### config.mk
export PLATFORM = sky130hd
export DESIGN_NAME = calc_controller_flat
export DESIGN_NICKNAME = d
export VERILOG_FILES = /design/src/rtl/calc_pkg.sv /design/src/rtl/calc_if.sv /design/src/rtl/calc_alu.sv /design/src/rtl/calc_controller.sv /design/src/flat_wrapper.sv
export SDC_FILE = /design/constraint.sdc
export NUM_CORES = 2
export LEC_CHECK = 0
export ABC_AREA = 1
export CAP_MARGIN = 0
export CORE_MARGIN = 2
export CORE_UTILIZATION = 40
export CTS_CLUSTER_SIZE = 10
export DETAILED_ROUTE_END_ITERATION = 16
export GPL_TIMING_DRIVEN = 0
export PLACE_DENSITY_LB_ADDON = 0.25
export SETUP_SLACK_MARGIN = 0.1
export SLEW_MARGIN = 0
export SYNTH_ARGS = -nofsm -noshare
export SYNTH_HDL_FRONTEND = slang
export SYNTH_SLANG_ARGS = --single-unit
### constraint.sdc
create_clock -name sw_clk -period 8.42 [get_ports sw_clk]
set_input_delay 0.842 -clock sw_clk [delete_from_list [all_inputs] [get_ports sw_clk]]
set_output_delay 0.842 -clock sw_clk [all_outputs]
set_load 0.05 [all_outputs]
### src/rtl/calc_pkg.sv
// Shared constants and types for the calculator sequencer: key codes,
// operator and state encodings, and segment-driver display codes.
package calc_pkg;

  localparam int unsigned MAX_DIGITS = 6;
  localparam int          DISP_MAX   = 999999;
  localparam int          DISP_MIN   = -99999;

  localparam logic [4:0] KEY_0     = 5'h00;
  localparam logic [4:0] KEY_9     = 5'h09;
  localparam logic [4:0] KEY_PLUS  = 5'h0A;
  localparam logic [4:0] KEY_MINUS = 5'h0B;
  localparam logic [4:0] KEY_MUL   = 5'h0C;
  localparam logic [4:0] KEY_DIV   = 5'h0D;
  localparam logic [4:0] KEY_MOD   = 5'h0E;
  localparam logic [4:0] KEY_EQ    = 5'h0F;
  localparam logic [4:0] KEY_IDLE  = 5'h1F;

  localparam logic [31:0] FND_ERR   = 32'h00EE_0000;
  localparam logic [31:0] FND_PLUS  = 32'h0010_0000;
  localparam logic [31:0] FND_MINUS = 32'h0020_0000;
  localparam logic [31:0] FND_MUL   = 32'h0030_0000;
  localparam logic [31:0] FND_DIV   = 32'h0040_0000;
  localparam logic [31:0] FND_MOD   = 32'h0050_0000;

  typedef enum logic [2:0] {OP_NONE, OP_ADD, OP_SUB, OP_MUL, OP_DIV, OP_MOD} op_t;
  typedef enum logic [2:0] {ENTER_A, OP_SHOW, ENTER_B, EXEC, RESULT, ERROR} state_t;

  function automatic op_t key_to_op(logic [4:0] key);
    case (key)
      KEY_PLUS:  return OP_ADD;
      KEY_MINUS: return OP_SUB;
      KEY_MUL:   return OP_MUL;
      KEY_DIV:   return OP_DIV;
      KEY_MOD:   return OP_MOD;
      default:   return OP_NONE;
    endcase
  endfunction

  function automatic logic [31:0] op_to_fnd(op_t op);
    case (op)
      OP_ADD:  return FND_PLUS;
      OP_SUB:  return FND_MINUS;
      OP_MUL:  return FND_MUL;
      OP_DIV:  return FND_DIV;
      OP_MOD:  return FND_MOD;
      default: return '0;
    endcase
  endfunction

endpackage

### src/rtl/calc_if.sv
// Keypad-in / display-out bundle between the calculator sequencer and its
// surroundings (keypad driver, segment driver).
interface calc_if;
  logic [4:0]  eBCD;
  logic        clr;
  logic [31:0] fnd_serial;
  logic        busy;
  logic        err;

  modport master (output eBCD, clr, input fnd_serial, busy, err);
  modport slave  (input eBCD, clr, output fnd_serial, busy, err);
endinterface

### src/rtl/calc_alu.sv
// Shared arithmetic unit: single-cycle add/sub/mul, 32-step restoring
// divider for div/mod with the sign fix folded into the final step.
module calc_alu
  import calc_pkg::*;
(
  input  logic               sw_clk,
  input  logic               rst,
  input  logic               start,
  input  op_t                op,
  input  logic signed [31:0] a,
  input  logic signed [31:0] b,
  output logic               busy,
  output logic               done,
  output logic signed [31:0] result,
  output logic               err
);

  logic [5:0]         cnt;
  logic [31:0]        rem, quo, dvs;
  logic               neg_q, neg_r, is_mod;
  logic signed [63:0] prod;
  logic [31:0]        a_mag, b_mag, rem_next, quo_next;
  logic [32:0]        rem_shift, diff;

  // NOTE: every always_comb output gets a value on every path, so no latch is inferred.
  always_comb begin
    prod      = $signed({{32{a[31]}}, a}) * $signed({{32{b[31]}}, b});
    a_mag     = a[31] ? 32'(-a) : 32'(a);
    b_mag     = b[31] ? 32'(-b) : 32'(b);
    rem_shift = {rem, quo[31]};
    diff      = rem_shift - {1'b0, dvs};
    rem_next  = diff[32] ? rem_shift[31:0] : diff[31:0];
    quo_next  = {quo[30:0], ~diff[32]};
  end

  assign busy = (cnt != 6'd0);

  // NOTE: state registers use non-blocking assignments so every flop samples pre-edge values.
  always_ff @(posedge sw_clk or negedge rst) begin
    if (!rst) begin
      cnt    <= '0;
      rem    <= '0;
      quo    <= '0;
      dvs    <= '0;
      neg_q  <= 1'b0;
      neg_r  <= 1'b0;
      is_mod <= 1'b0;
      done   <= 1'b0;
      result <= '0;
      err    <= 1'b0;
    end else begin
      done <= 1'b0;
      if (cnt != 6'd0) begin
        rem <= rem_next;
        quo <= quo_next;
        cnt <= cnt - 6'd1;
        if (cnt == 6'd1) begin
          done   <= 1'b1;
          result <= is_mod ? (neg_r ? -rem_next : rem_next)
                           : (neg_q ? -quo_next : quo_next);
        end
      end else if (start) begin
        err <= 1'b0;
        case (op)
          OP_ADD: begin result <= a + b; done <= 1'b1; end
          OP_SUB: begin result <= a - b; done <= 1'b1; end
          OP_MUL: begin
            result <= prod[31:0];
            err    <= (prod[63:32] != {32{prod[31]}});
            done   <= 1'b1;
          end
          OP_DIV, OP_MOD: begin
            rem    <= '0;
            quo    <= a_mag;
            dvs    <= b_mag;
            neg_q  <= a[31] ^ b[31];
            neg_r  <= a[31];
            is_mod <= (op == OP_MOD);
            err    <= (b == 32'sd0);
            cnt    <= 6'd32;
          end
          default: ;
        endcase
      end
    end
  end

endmodule

### src/rtl/calc_controller.sv
// Calculator sequencer: key edge detection, operand/operator entry FSM,
// ALU launch over start/done, and the registered display word.
module calc_controller
  import calc_pkg::*;
(
  input  logic sw_clk,
  input  logic rst,
  calc_if.slave bus
);

  state_t             state;
  op_t                op, chain, key_op;
  logic signed [31:0] a_reg, b_reg, fnd, digit, a_acc, b_acc, alu_result;
  logic [2:0]         cnt;
  logic [4:0]         key_prev;
  logic               busy_q, err_q, start, stale;
  logic               key_ev, is_digit, is_op, is_eq, can_add;
  logic               alu_busy, alu_done, alu_err;

  always_comb begin
    key_ev   = (bus.eBCD != KEY_IDLE) && (key_prev == KEY_IDLE);
    is_digit = key_ev && (bus.eBCD <= KEY_9);
    is_op    = key_ev && (bus.eBCD >= KEY_PLUS) && (bus.eBCD <= KEY_MOD);
    is_eq    = key_ev && (bus.eBCD == KEY_EQ);
    key_op   = key_to_op(bus.eBCD);
    digit    = {27'd0, bus.eBCD - KEY_0};
    a_acc    = a_reg * 32'sd10 + digit;
    b_acc    = b_reg * 32'sd10 + digit;
    can_add  = cnt < 3'(MAX_DIGITS);
  end

  calc_alu u_alu (
    .sw_clk (sw_clk),
    .rst    (rst),
    .start  (start),
    .op     (op),
    .a      (a_reg),
    .b      (b_reg),
    .busy   (alu_busy),
    .done   (alu_done),
    .result (alu_result),
    .err    (alu_err)
  );

  // stale marks an ALU operation abandoned by clr; its done is swallowed and,
  // if a new operation was issued meanwhile (start ignored while busy), re-launched.
  always_ff @(posedge sw_clk or negedge rst) begin
    if (!rst) begin
      state    <= ENTER_A;
      op       <= OP_NONE;
      chain    <= OP_NONE;
      a_reg    <= '0;
      b_reg    <= '0;
      cnt      <= '0;
      key_prev <= KEY_IDLE;
      fnd      <= '0;
      busy_q   <= 1'b0;
      err_q    <= 1'b0;
      start    <= 1'b0;
      stale    <= 1'b0;
    end else begin
      key_prev <= bus.eBCD;
      start    <= 1'b0;
      if (alu_done) stale <= 1'b0;
      if (bus.clr) begin
        state  <= ENTER_A;
        op     <= OP_NONE;
        chain  <= OP_NONE;
        a_reg  <= '0;
        b_reg  <= '0;
        cnt    <= '0;
        fnd    <= '0;
        busy_q <= 1'b0;
        err_q  <= 1'b0;
        stale  <= (stale || state == EXEC || alu_busy) && !alu_done;
      end else begin
        case (state)
          ENTER_A, ENTER_B: begin
            if (is_digit && can_add) begin
              cnt <= cnt + 3'd1;
              if (state == ENTER_A) begin a_reg <= a_acc; fnd <= a_acc; end
              else                  begin b_reg <= b_acc; fnd <= b_acc; end
            end else if (is_op && state == ENTER_A) begin
              op    <= key_op;
              fnd   <= op_to_fnd(key_op);
              state <= OP_SHOW;
            end else if ((is_op || is_eq) && state == ENTER_B) begin
              chain  <= is_op ? key_op : OP_NONE;
              start  <= 1'b1;
              busy_q <= 1'b1;
              state  <= EXEC;
            end
          end
          OP_SHOW, RESULT: begin
            if (is_digit) begin
              cnt <= 3'd1;
              fnd <= digit;
              if (state == OP_SHOW) begin b_reg <= digit; state <= ENTER_B; end
              else                  begin a_reg <= digit; state <= ENTER_A; end
            end else if (is_op) begin
              op    <= key_op;
              fnd   <= op_to_fnd(key_op);
              state <= OP_SHOW;
            end
          end
          EXEC: begin
            if (alu_done && stale) begin
              start <= 1'b1;
            end else if (alu_done) begin
              busy_q <= 1'b0;
              if (alu_err || alu_result > DISP_MAX || alu_result < DISP_MIN) begin
                fnd   <= FND_ERR;
                err_q <= 1'b1;
                state <= ERROR;
              end else if (chain != OP_NONE) begin
                a_reg <= alu_result;
                op    <= chain;
                fnd   <= op_to_fnd(chain);
                state <= OP_SHOW;
              end else begin
                a_reg <= alu_result;
                fnd   <= alu_result;
                state <= RESULT;
              end
            end
          end
          ERROR:   ;
          default: state <= ENTER_A;
        endcase
      end
    end
  end

  assign bus.fnd_serial = fnd;
  assign bus.busy       = busy_q;
  assign bus.err        = err_q;

endmodule

### src/flat_wrapper.sv
// flat-port wrapper written by rule: the top's interface ports become plain ports
module calc_controller_flat import calc_pkg::*;
  (sw_clk, rst, bus_eBCD, bus_clr, bus_fnd_serial, bus_busy, bus_err);
  calc_if bus_i ();
  input  logic sw_clk;
  input  logic rst;
  input wire logic [$bits(bus_i.eBCD)-1:0] bus_eBCD;
  input wire logic [$bits(bus_i.clr)-1:0] bus_clr;
  output wire logic [$bits(bus_i.fnd_serial)-1:0] bus_fnd_serial;
  output wire logic [$bits(bus_i.busy)-1:0] bus_busy;
  output wire logic [$bits(bus_i.err)-1:0] bus_err;
  assign bus_i.eBCD = bus_eBCD;
  assign bus_i.clr = bus_clr;
  assign bus_fnd_serial = bus_i.fnd_serial;
  assign bus_busy = bus_i.busy;
  assign bus_err = bus_i.err;
  calc_controller u_core (.sw_clk(sw_clk), .rst(rst), .bus(bus_i));
endmodule
==> metrics.yaml <==
numClockSinks: 256
setup_viol: 0
syn_avg_cell_area_um2: 7.216
startpoint_type: "flip-flop"
fin_crit_sh_pct: 99.69
cap_violations: 0
final_util_pct: 45.31
io-pin-count: 42
arrival_ns: 8.86
finalSetupTns_ns: 0
antenna_left: 0
p_per_area_nw_per_um2: 432.6
peakVddDrop_mv: 0.5735
die_x_um: 403.8
ctsHoldBuffers: 0
fp.coreArea_um2: 158600
grt_first_pass_wirelength_um: 430200
start_util_pct: 40.32
p_leak_nw: 34.23
worstHoldPathType: "primary input to asynchronous set/reset pin"
clk_latency_ns: 0.59
rsz0062_at_grt: "true"
synth_warnings: 0
nFillCells: 16381
layout_commonest_cell: "nand2_1"
crit_path_top_delay_cell: "fa_1"
grt_max_degree: 103
p_seq_share_pct: 6.9
critPathRequiredTime_ns: 8.89
status: "finished clean"
hold_violations: 0
synth.distinct_cells: 71
drtIter0Drc: 7143
report.final.slew_viol_count: 0
switching_share_pct: 62.35
synth_ff_type: "dfrtp_1"
io_buffer_count: 40
endpoint_kind: "flip-flop"
pwr-share-comb_pct: 88.0
cts_tree: "done"
syn_nets: 10331
dp_hpwl_um: 254200
routedWlPerCell_um: 27.01
clockBufferDepth: 3
grt-ovfl-total: 0
drive_gt1_share_pct: 8.979
tightestPinTransition_ns: 1.359
nets: 10473
grt_use_total_pct: 36.68
rows: 146
antenna_found_initial: 20
gp_congestion: 1.072
drc: 0
p_clk_share_pct: 5.0
routed_wl_um: 299900
synth_edf_count: 0
p_int_mw: 11.70
seqCellArea_um2: 6457
crit_top_cell: "fa_1"
slowest_delay_ns: 0.61
synthArstFlopShare_pct: 100.0
firstDrtPassIters: 7
die_height_um: 403.8
syn_inst: 8860
grt_pass1_vias: 61122
cts-root-buf: "clkbuf_16"
max_freq_mhz: 119.1
p_sw_mw: 19.38
htreeDepth: 2
viasPerCell: 5.570
finalCriticalPeriod_ns: 8.394
syn2layout_area_growth_pct: 12.37
max_slew_margin_pct: 9.295
path_class: "flip-flop to flip-flop"
synth-seq-cells: 256
skew_ns: 0.02064
multi_input_area_um2: 50140
synth_area_um2: 63930
cts_buffers: 34
layout_common_cells: "nand2_1 (2388), inv_1 (1902), fa_1 (1050)"
dieArea_um2: 163000
critPathMaxFanout: 6
path_clk_slew_ns: 0.07
ys_seq_area_share_pct: 10.03
vias: 61842
[kinds of logic (layout without fill, tap and decap cells)]
family,after synthesis,count (layout),share of synthesized area (%)
AND/OR/NAND/NOR,3632,3632,23.49
buffers and inverters,2303,2464,13.66
adder cells (fa/ha/maj),1463,1463,41.41
AO/OA/AOI/OAI,1048,1048,9.230
flip-flops,256,256,10.03
XOR/XNOR,157,157,2.163
multiplexers,1,1,0.01566
other,0,9,0
[synthesized netlist by cell type, types with 5 or more instances]
cell,count,area [µm²]
o21bai_1,23,172.7
o21a_1,7,52.55
o31ai_1,11,82.58
nor2_2,16,100.1
nor2_1,514,1929
nor4_1,20,125.1
a21o_1,17,127.6
or2_2,16,100.1
a31oi_1,30,187.7
nor3_2,9,90.09
nor2_4,6,67.56
nand3b_1,24,180.2
nand2_4,11,123.9
nor3_1,81,405.4
o22ai_1,81,506.7
o21ai_1,21,105.1
xor2_1,104,910.9
dfrtp_1,251,6281
xnor2_1,52,455.4
a21oi_1,356,1782
fa_1,1088,21780
inv_1,1924,7222
o221ai_1,26,227.7
buf_1,64,240.2
dfstp_2,5,131.4
ha_1,375,4692
nand4_1,96,600.6
o2bb2ai_1,7,61.31
o211ai_1,22,165.2
a211oi_1,5,37.54
buf_2,13,65.06
nand2_1,2419,9080
nand2_2,39,244.0
inv_2,10,37.54
and2_1,6,37.54
a221o_1,6,60.06
clkbuf_1,281,1055
a21oi_2,7,61.31
nand3_1,362,1812
o21ai_0,398,1992
[what timing repair did]
action / in CTS / in global routing
setup buffers: 38 / 26
gates cloned: 1 / 1
pin swaps: 54 / 56
setup endpoints to repair: 16 / 6
resized for setup: 883 / 233
[final cells by class]
type	count	area share [%]
multi-input combinational	6301	69.79
clock buffer	46	1.303
timing repair buffer	109	1.571
tap	2072	3.609
inverter	1937	10.14
antenna	9	0.03135
buffer	363	4.290
clock inverter	9	0.2734
sequential	256	8.988
[power by group through the flow]
| stage | sequential (mW) | clock (mW) | combinational [mW] |
|---|---|---|---|
| after detailed placement | 2.15 | 0 | 23.4 |
| after global placement | 2.15 | 0 | 23.3 |
| final | 2.15 | 1.56 | 27.4 |
| after CTS | 2.15 | 1.57 | 25.7 |
| after global routing | 2.19 | 1.63 | 29.2 |
| after floorplan | 2.17 | 0 | 14.5 |
[routing by layer]
| metal | vias up | GRT usage (%) | wire length (µm) |
|---|---|---|---|
| li1 | 27214 | - | - |
| met1 | 30718 | 50.72 | 123500 |
| met2 | 3320 | 52.57 | 123300 |
| met3 | 578 | 12.85 | 39140 |
| met4 | 12 | 13.69 | 13800 |
| met5 | - | 0 | 80 |
[stage by stage]
step / cell area, µm² / std cells / hold slack, ns / power [mW] / setup slack, ns
2_1_floorplan: 63940 / 8860 / 0.4437 / 16.70 / 0.1091
3_3_place_gp: 66930 / 10972 / 0.4631 / 25.48 / -5.197
3_5_place_dp: 67000 / 10975 / 0.4661 / 25.59 / -2.900
4_1_cts: 70980 / 11067 / 0.2521 / 29.45 / 0.1020
5_1_grt: 71820 / 11093 / 0.2637 / 33.06 / -0.1266
6_report: 71840 / 11102 / 0.2309 / 31.08 / 0.02601
[final timing paths]
path | start | endpoint | slack (ns) | depth (start not counted)
min in group sw_clk | u_core.bus.fnd_serial[11]$_DFFE_PN0P_ | u_core.bus.fnd_serial[11]$_DFFE_PN0P_ | 0.48 | 2
min reg2reg | u_core.bus.fnd_serial[11]$_DFFE_PN0P_ | u_core.bus.fnd_serial[11]$_DFFE_PN0P_ | 0.48 | 2
max reg2reg | u_core.a_reg[31]$_DFFE_PN0P_ | u_core.u_alu.err$_DFFE_PN0P_ | 0.03 | 33
max in group asynchronous | rst | u_core.u_alu.quo[21]$_DFFE_PN0P_ | 7.15 | 2
min | rst | u_core.bus.fnd_serial[16]$_DFFE_PN0P_ | 0.23 | 1
max | u_core.a_reg[31]$_DFFE_PN0P_ | u_core.u_alu.err$_DFFE_PN0P_ | 0.03 | 33
[worst max-delay path, delay by kind of cell (launching register included)]
kind	cells	cell delay, ns
adder cells (fa/ha/maj)	9	4.68
AND/OR/NAND/NOR	12	1.61
buffers and inverters	9	0.92
AO/OA/AOI/OAI	3	0.63
flip-flops	1	0.43
Power figures use the tool's default switching activity.
